===== src/rtl/pipe_control_unit.sv =====
// RV32I(+M) control unit: decodes in D, registers the control word into E,
// and holds E while a multi-cycle M op occupies the MDU.
module pipe_control_unit #(
  parameter int ALU_CTRL_W = 4,
  parameter int IMM_SRC_W  = 3,
  parameter int ENABLE_M   = 1,
  parameter int MDU_CYCLES = 4
) (
  input  logic                  clk,
  input  logic                  rst_n,
  input  logic                  validD,
  input  logic [6:0]            op,
  input  logic [2:0]            funct3,
  input  logic [6:0]            funct7,
  input  logic                  flushE,
  output logic [IMM_SRC_W-1:0]  imm_srcD,
  output logic                  reg_wrE,
  output logic [1:0]            result_srcE,
  output logic                  mem_wrE,
  output logic                  jumpE,
  output logic                  jalrE,
  output logic                  branchE,
  output logic [ALU_CTRL_W-1:0] ALU_ctrlE,
  output logic                  ALU_srcE,
  output logic                  ALU_srcAE,
  output logic                  illegalE,
  output logic                  mdu_startE,
  output logic [2:0]            mdu_funct3E,
  output logic                  mdu_stall
);

  localparam int CNT_W = (MDU_CYCLES > 1) ? $clog2(MDU_CYCLES) : 1;
  localparam logic [CNT_W-1:0] CNT_LOAD = CNT_W'(MDU_CYCLES - 1);

  logic                  d_reg_wr, d_mem_wr, d_jump, d_jalr, d_branch;
  logic                  d_alu_src, d_alu_srca, d_is_m, legal;
  logic [1:0]            d_result_src;
  logic [ALU_CTRL_W-1:0] d_alu_ctrl;
  logic [2:0]            d_mdu_f3;
  logic [CNT_W-1:0]      cnt_reg;

  function automatic logic [ALU_CTRL_W-1:0] alu_fn(input logic [2:0] f3, input logic alt);
    case (f3)
      3'b000:  alu_fn = alt ? ALU_CTRL_W'(1) : ALU_CTRL_W'(0);
      3'b001:  alu_fn = ALU_CTRL_W'(7);
      3'b010:  alu_fn = ALU_CTRL_W'(5);
      3'b011:  alu_fn = ALU_CTRL_W'(6);
      3'b100:  alu_fn = ALU_CTRL_W'(4);
      3'b101:  alu_fn = alt ? ALU_CTRL_W'(9) : ALU_CTRL_W'(8);
      3'b110:  alu_fn = ALU_CTRL_W'(3);
      default: alu_fn = ALU_CTRL_W'(2);
    endcase
  endfunction

  always_comb begin
    imm_srcD     = '0;
    d_reg_wr     = 1'b0;
    d_result_src = 2'b00;
    d_mem_wr     = 1'b0;
    d_jump       = 1'b0;
    d_jalr       = 1'b0;
    d_branch     = 1'b0;
    d_alu_ctrl   = '0;
    d_alu_src    = 1'b0;
    d_alu_srca   = 1'b0;
    d_is_m       = 1'b0;
    d_mdu_f3     = 3'b000;
    legal        = 1'b1;
    case (op)
      7'b0000011: begin
        d_reg_wr = 1'b1; d_result_src = 2'b01; d_alu_src = 1'b1;
      end
      7'b0100011: begin
        d_mem_wr = 1'b1; d_alu_src = 1'b1; imm_srcD = IMM_SRC_W'(1);
      end
      7'b0110011: begin
        if (funct7 == 7'b0000000 || funct7 == 7'b0100000) begin
          d_reg_wr = 1'b1; d_alu_ctrl = alu_fn(funct3, funct7[5]);
        end else if (ENABLE_M != 0 && funct7 == 7'b0000001) begin
          d_reg_wr = 1'b1; d_result_src = 2'b11; d_is_m = 1'b1; d_mdu_f3 = funct3;
        end else begin
          legal = 1'b0;
        end
      end
      // funct7 is immediate bits here, so bit 5 only means arithmetic shift
      7'b0010011: begin
        d_reg_wr = 1'b1; d_alu_src = 1'b1;
        d_alu_ctrl = alu_fn(funct3, funct3 == 3'b101 && funct7[5]);
      end
      7'b1100011: begin
        d_branch = 1'b1; d_alu_ctrl = ALU_CTRL_W'(1); imm_srcD = IMM_SRC_W'(2);
      end
      7'b1101111: begin
        d_reg_wr = 1'b1; d_jump = 1'b1; d_result_src = 2'b10; imm_srcD = IMM_SRC_W'(3);
      end
      7'b1100111: begin
        if (funct3 == 3'b000) begin
          d_reg_wr = 1'b1; d_jump = 1'b1; d_jalr = 1'b1;
          d_result_src = 2'b10; d_alu_src = 1'b1;
        end else begin
          legal = 1'b0;
        end
      end
      7'b0110111: begin
        d_reg_wr = 1'b1; d_alu_src = 1'b1; d_alu_ctrl = ALU_CTRL_W'(10);
        imm_srcD = IMM_SRC_W'(4);
      end
      7'b0010111: begin
        d_reg_wr = 1'b1; d_alu_src = 1'b1; d_alu_srca = 1'b1; imm_srcD = IMM_SRC_W'(4);
      end
      default: legal = 1'b0;
    endcase
    if (!legal) begin
      d_reg_wr = 1'b0; d_result_src = 2'b00; d_mem_wr = 1'b0; d_jump = 1'b0;
      d_jalr = 1'b0; d_branch = 1'b0; d_alu_ctrl = '0; d_alu_src = 1'b0;
      d_alu_srca = 1'b0; d_is_m = 1'b0; d_mdu_f3 = 3'b000;
    end
  end

  assign mdu_stall = (cnt_reg != '0);

  always_ff @(posedge clk or negedge rst_n) begin
    if (!rst_n) begin
      reg_wrE <= 1'b0; result_srcE <= 2'b00; mem_wrE <= 1'b0; jumpE <= 1'b0;
      jalrE <= 1'b0; branchE <= 1'b0; ALU_ctrlE <= '0; ALU_srcE <= 1'b0;
      ALU_srcAE <= 1'b0; illegalE <= 1'b0; mdu_startE <= 1'b0;
      mdu_funct3E <= 3'b000; cnt_reg <= '0;
    end else begin
      if (cnt_reg != '0)
        cnt_reg <= cnt_reg - 1'b1;
      if (mdu_stall) begin
        mdu_startE <= 1'b0;
      end else if (flushE || !validD) begin
        reg_wrE <= 1'b0; result_srcE <= 2'b00; mem_wrE <= 1'b0; jumpE <= 1'b0;
        jalrE <= 1'b0; branchE <= 1'b0; ALU_ctrlE <= '0; ALU_srcE <= 1'b0;
        ALU_srcAE <= 1'b0; illegalE <= 1'b0; mdu_startE <= 1'b0;
        mdu_funct3E <= 3'b000;
      end else begin
        reg_wrE <= d_reg_wr; result_srcE <= d_result_src; mem_wrE <= d_mem_wr;
        jumpE <= d_jump; jalrE <= d_jalr; branchE <= d_branch;
        ALU_ctrlE <= d_alu_ctrl; ALU_srcE <= d_alu_src; ALU_srcAE <= d_alu_srca;
        illegalE <= !legal; mdu_startE <= d_is_m; mdu_funct3E <= d_mdu_f3;
        if (d_is_m)
          cnt_reg <= CNT_LOAD;
      end
    end
  end

endmodule


===== config.mk =====
export PLATFORM = sky130hd
export DESIGN_NAME = pipe_control_unit
export DESIGN_NICKNAME = d
export VERILOG_FILES = /design/src/rtl/pipe_control_unit.sv
export SDC_FILE = /design/constraint.sdc
export NUM_CORES = 1
export LEC_CHECK = 0
export CAP_MARGIN = 20
export CELL_PAD_IN_SITES_DETAIL_PLACEMENT = 0
export CELL_PAD_IN_SITES_GLOBAL_PLACEMENT = 1
export CORE_MARGIN = 10
export CORE_UTILIZATION = 34
export CTS_CLUSTER_DIAMETER = 40
export CTS_CLUSTER_SIZE = 12
export DETAILED_ROUTE_END_ITERATION = 8
export PLACE_DENSITY = 0.89
export SLEW_MARGIN = 20
export SYNTH_ARGS = -nofsm -noshare
export SYNTH_HDL_FRONTEND = slang
export SYNTH_SLANG_ARGS = --single-unit

===== constraint.sdc =====
create_clock -name clk -period 2.7 [get_ports clk]
set_input_delay 0.675 -clock clk [delete_from_list [all_inputs] [get_ports clk]]
set_output_delay 0.675 -clock clk [all_outputs]
set_load 0.02 [all_outputs]

==> impl_metrics.sql <==
INSERT INTO impl_metrics (metric_group, metric, value, unit) VALUES
('floorplan', 'start_util', '34.77', '%'),
('grt', 'wire_length_of_the_first_global_routing_pass', '6085', 'µm'),
('critical_path', 'cp.required', '2030', 'ps'),
('final_layout', 'num_antenna_cells', '0', ''),
('placed_design', 'place.detailed.instances', '223', ''),
('synthesis', 'synth_xor_xnor_area_share', '0.7609', '%'),
('clock_network', 'ctsRootBufferMaster', 'clkbuf_4', ''),
('grt', 'antenna_violations_before_repair', '0', ''),
('clock_network', 'cts_hold_buf', '0', ''),
('critical_path', 'critical_path.endpoint_type', 'output port', ''),
('route', 'drt-total-wl', '3586', 'µm'),
('route', 'num_vias', '1163', ''),
('grt', 'grt-ovfl-total', '0', ''),
('final_layout', 'layout.cells.non_filler', '227', ''),
('route', 'first_iter_violations', '102', ''),
('critical_path', 'timing.critical_path.fanout_max', '2', ''),
('synthesis', 'synth_seq_cells', '20', ''),
('run_status', 'run_status', 'finished clean', ''),
('synthesis', 'number_of_cells_produced_by_synthesis', '121', ''),
('synthesis', 'ys_top_cells_by_area', 'dfrtp_1, a22o_1, nand2_1', ''),
('final_layout', 'multiInputGateArea', '634.4', 'µm²'),
('synthesis', 'synth.area.mux_share', '0.9783', '%'),
('sta', 'max_frequency', '375.2', 'MHz'),
('pwr', 'powerDensity', '360.9', 'mW/mm²'),
('job', 'drv_cap', '0', ''),
('synthesis', 'synth-adder-area-share', '0', '%'),
('grt', 'via_count_of_the_first_global_routing_pass', '1217', ''),
('floorplan', 'floorplan.die.height', '78.19', 'µm'),
('route', 'ant_nets', '0', ''),
('floorplan', 'ioPinCount', '43', ''),
('clock_network', 'clock_latency', '300', 'ps'),
('sta', 'maxSlewViolCount', '0', ''),
('synthesis', 'synth.yosys.seq_area_share', '43.48', '%'),
('floorplan', 'rows', '21', ''),
('route', 'detail_route.drc_violations', '0', ''),
('sta', 'final-hold-violation-count', '0', ''),
('route', 'detail_route.wl_per_cell', '15.80', 'µm'),
('synthesis', 'synth_compound_gate_area_share', '20.11', '%'),
('critical_path', 'critical_path_class', 'in -> out', ''),
('sta', 'slew-limit-headroom', '73.87', '%'),
('synthesis', 'asyncSetResetFlopFracSynth', '100.0', '%'),
('worst_hold_path', 'hp-class', 'reg -> reg', ''),
('final_layout', 'regArea', '500.5', 'µm²'),
('sta', 'actual_transition_at_the_worst_max_transition_pin', '388.7', 'ps'),
('synthesis', 'synth_top_family_by_area', 'simple AND/OR/NAND/NOR gates', ''),
('synthesis', 'netlist_area', '0.001151', 'mm²'),
('synthesis', 'synth.net_count', '142', ''),
('clock_network', 'ctsHtreeMaxLevel', '1', ''),
('clock_network', 'clk_pin_slew_worst_paths', '120', 'ps'),
('sta', 'setup_violations', '0', ''),
('floorplan', 'die-width', '78.19', 'µm'),
('clock_network', 'clock_tree.buffer_depth', '2', ''),
('synthesis', 'synth.lib_cells_used.distinct', '43', ''),
('clock_network', 'clkSinkCount', '20', ''),
('grt', 'grtUsageTotal', '12.22', '%'),
('synthesis', 'synth_area_leader_cell', 'dfrtp_1', ''),
('synthesis', 'count_of_flip_flops_with_a_built_in_enable_after_synthesis', '0', ''),
('synthesis', 'post_synthesis_average_cell_area', '9.513', 'µm²'),
('sta', 'final.period_utilization', '98.71', '%'),
('grt', 'grt_max_degree', '21', ''),
('critical_path', 'startpoint_type', 'input port', ''),
('synthesis', 'post_synth_and_or_nand_nor_area_fraction', '31.85', '%'),
('synthesis', 'synth_top_area_share', '43.48', '%'),
('clock_network', 'tritoncts', 'built', ''),
('placed_design', 'port_buffers', '42', ''),
('floorplan', 'core_footprint', '0.003311', 'mm²'),
('final_layout', 'layout-drive-gt1-share', '20.99', '%'),
('final_layout', 'reg.largest.list', 'ALU_ctrlE x4, mdu_funct3E x3', ''),
('placed_design', 'place.detailed.hpwl', '2924', 'µm'),
('final_layout', 'postLayoutCoreUtil', '55.03', '%'),
('route', 'dr.pass1.iters', '5', '');
==> Yosys cell counts, drive strengths merged, types with 4 or more instances <==
master	instances
nand2	11
nor2	9
nor3	5
nand2b	6
nand3	4
nor2b	4
dfrtp	20
o21ai	9
a22o	7
==> layout make-up <==
type / count / share of cell area (%)
inverters: 2 / 0.4121
clock buffers: 3 / 1.236
flip-flops and latches: 20 / 27.47
multi-input cells: 93 / 34.82
well taps: 46 / 3.159
repair buffers: 62 / 31.25
clock inverters: 1 / 1.648
==> metrics by stage <==
step | total power, mW | TNS (ps) | instance area, µm² | hold WS, ps | setup slack (ps)
after detailed placement | 0.4146 | -1113 | 1754 | 438.6 | -485.1
after floorplan | 0.3446 | 0 | 1151 | 379.4 | 407.0
after global placement | 0.4133 | -1066 | 1754 | 428.4 | -462.1
final | 0.6574 | 0 | 1822 | 456.9 | 34.74
after global routing | 0.6885 | -34.35 | 1822 | 491.8 | -27.05
after CTS | 0.6619 | -86.66 | 1807 | 459.0 | -86.66
==> kinds of logic (layout without fill, tap and decap cells) <==
logic type / after synthesis / after routing
and+or+nand+nor: 59 / 59
xor gates and xnor gates: 1 / 1
muxes: 1 / 1
buffers and inverters: 8 / 68
AOI/OAI and AO/OA: 32 / 32
DFF: 20 / 20
==> layout by cell type, fill, tap and decap left out, types with 2 or more instances in the layout <==
cell type and instances:
clkdlybuf4s50_1 37, a22o_1 7, dlymetal6s2s_1 2, dfrtp_1 20, nand2_1 11, nor2b_1 4
nor3b_1 2, nand3b_1 2, and4bb_2 2, o21ai_0 4, or3_4 2, and3_1 2
nand2b_1 6, nor3_1 4, nand3_1 4, a21oi_1 3, o31ai_1 2, nand4_1 2
nor2_1 8, buf_4 21, o21ai_1 4, inv_1 2, a21o_1 3, a32oi_1 2
clkbuf_4 3
==> metal layers <==
| metal | track usage [%] | share of wire [%] | vias to the layer above |
|---|---|---|---|
| li1 | - | - | 569 |
| met1 | 15.33 | 42 | 558 |
| met2 | 19.33 | 50 | 34 |
| met3 | 3.531 | 7.3 | 2 |
| met4 | 4.659 | 1.1 | 0 |
| met5 | 0 | 0 | - |
==> path summary, 6_finish.rpt <==
kind | to | depth (start not counted) | slack [ps] | start
setup / recovery | imm_srcD[0] | 5 | 30 | op[3]
hold / removal | cnt_reg[0] | 1 | 460 | cnt_reg[0]
setup reg to reg | ALU_ctrlE[1] | 6 | 930 | cnt_reg[1]
hold reg to reg | cnt_reg[0] | 1 | 460 | cnt_reg[0]
max in group asynchronous | ALU_srcAE | 2 | 1780 | rst_n
min in group asynchronous | cnt_reg[0] | 2 | 710 | rst_n
==> what timing repair did <==
action,4_1_cts,5_1_grt
resized for setup,9,11
pin swaps,0,1
endpoints found under the setup margin,3,2
gates cloned,0,0
==> power by group <==
part           total [mW]  switching [mW]  leakage (nW)  internal, mW
Combinational       0.109          0.0513         0.493        0.0580
Sequential          0.302        0.000997         0.278         0.301
Clock               0.246          0.0966        0.0279         0.150
==> critical path, stage by stage <==
cell and delay [ps]:
clkdlybuf4s50_1 450, or3_4 420, nor3_4 210, a21o_1 120, buf_6 110
No activity file was read; power rests on OpenSTA's default activity.
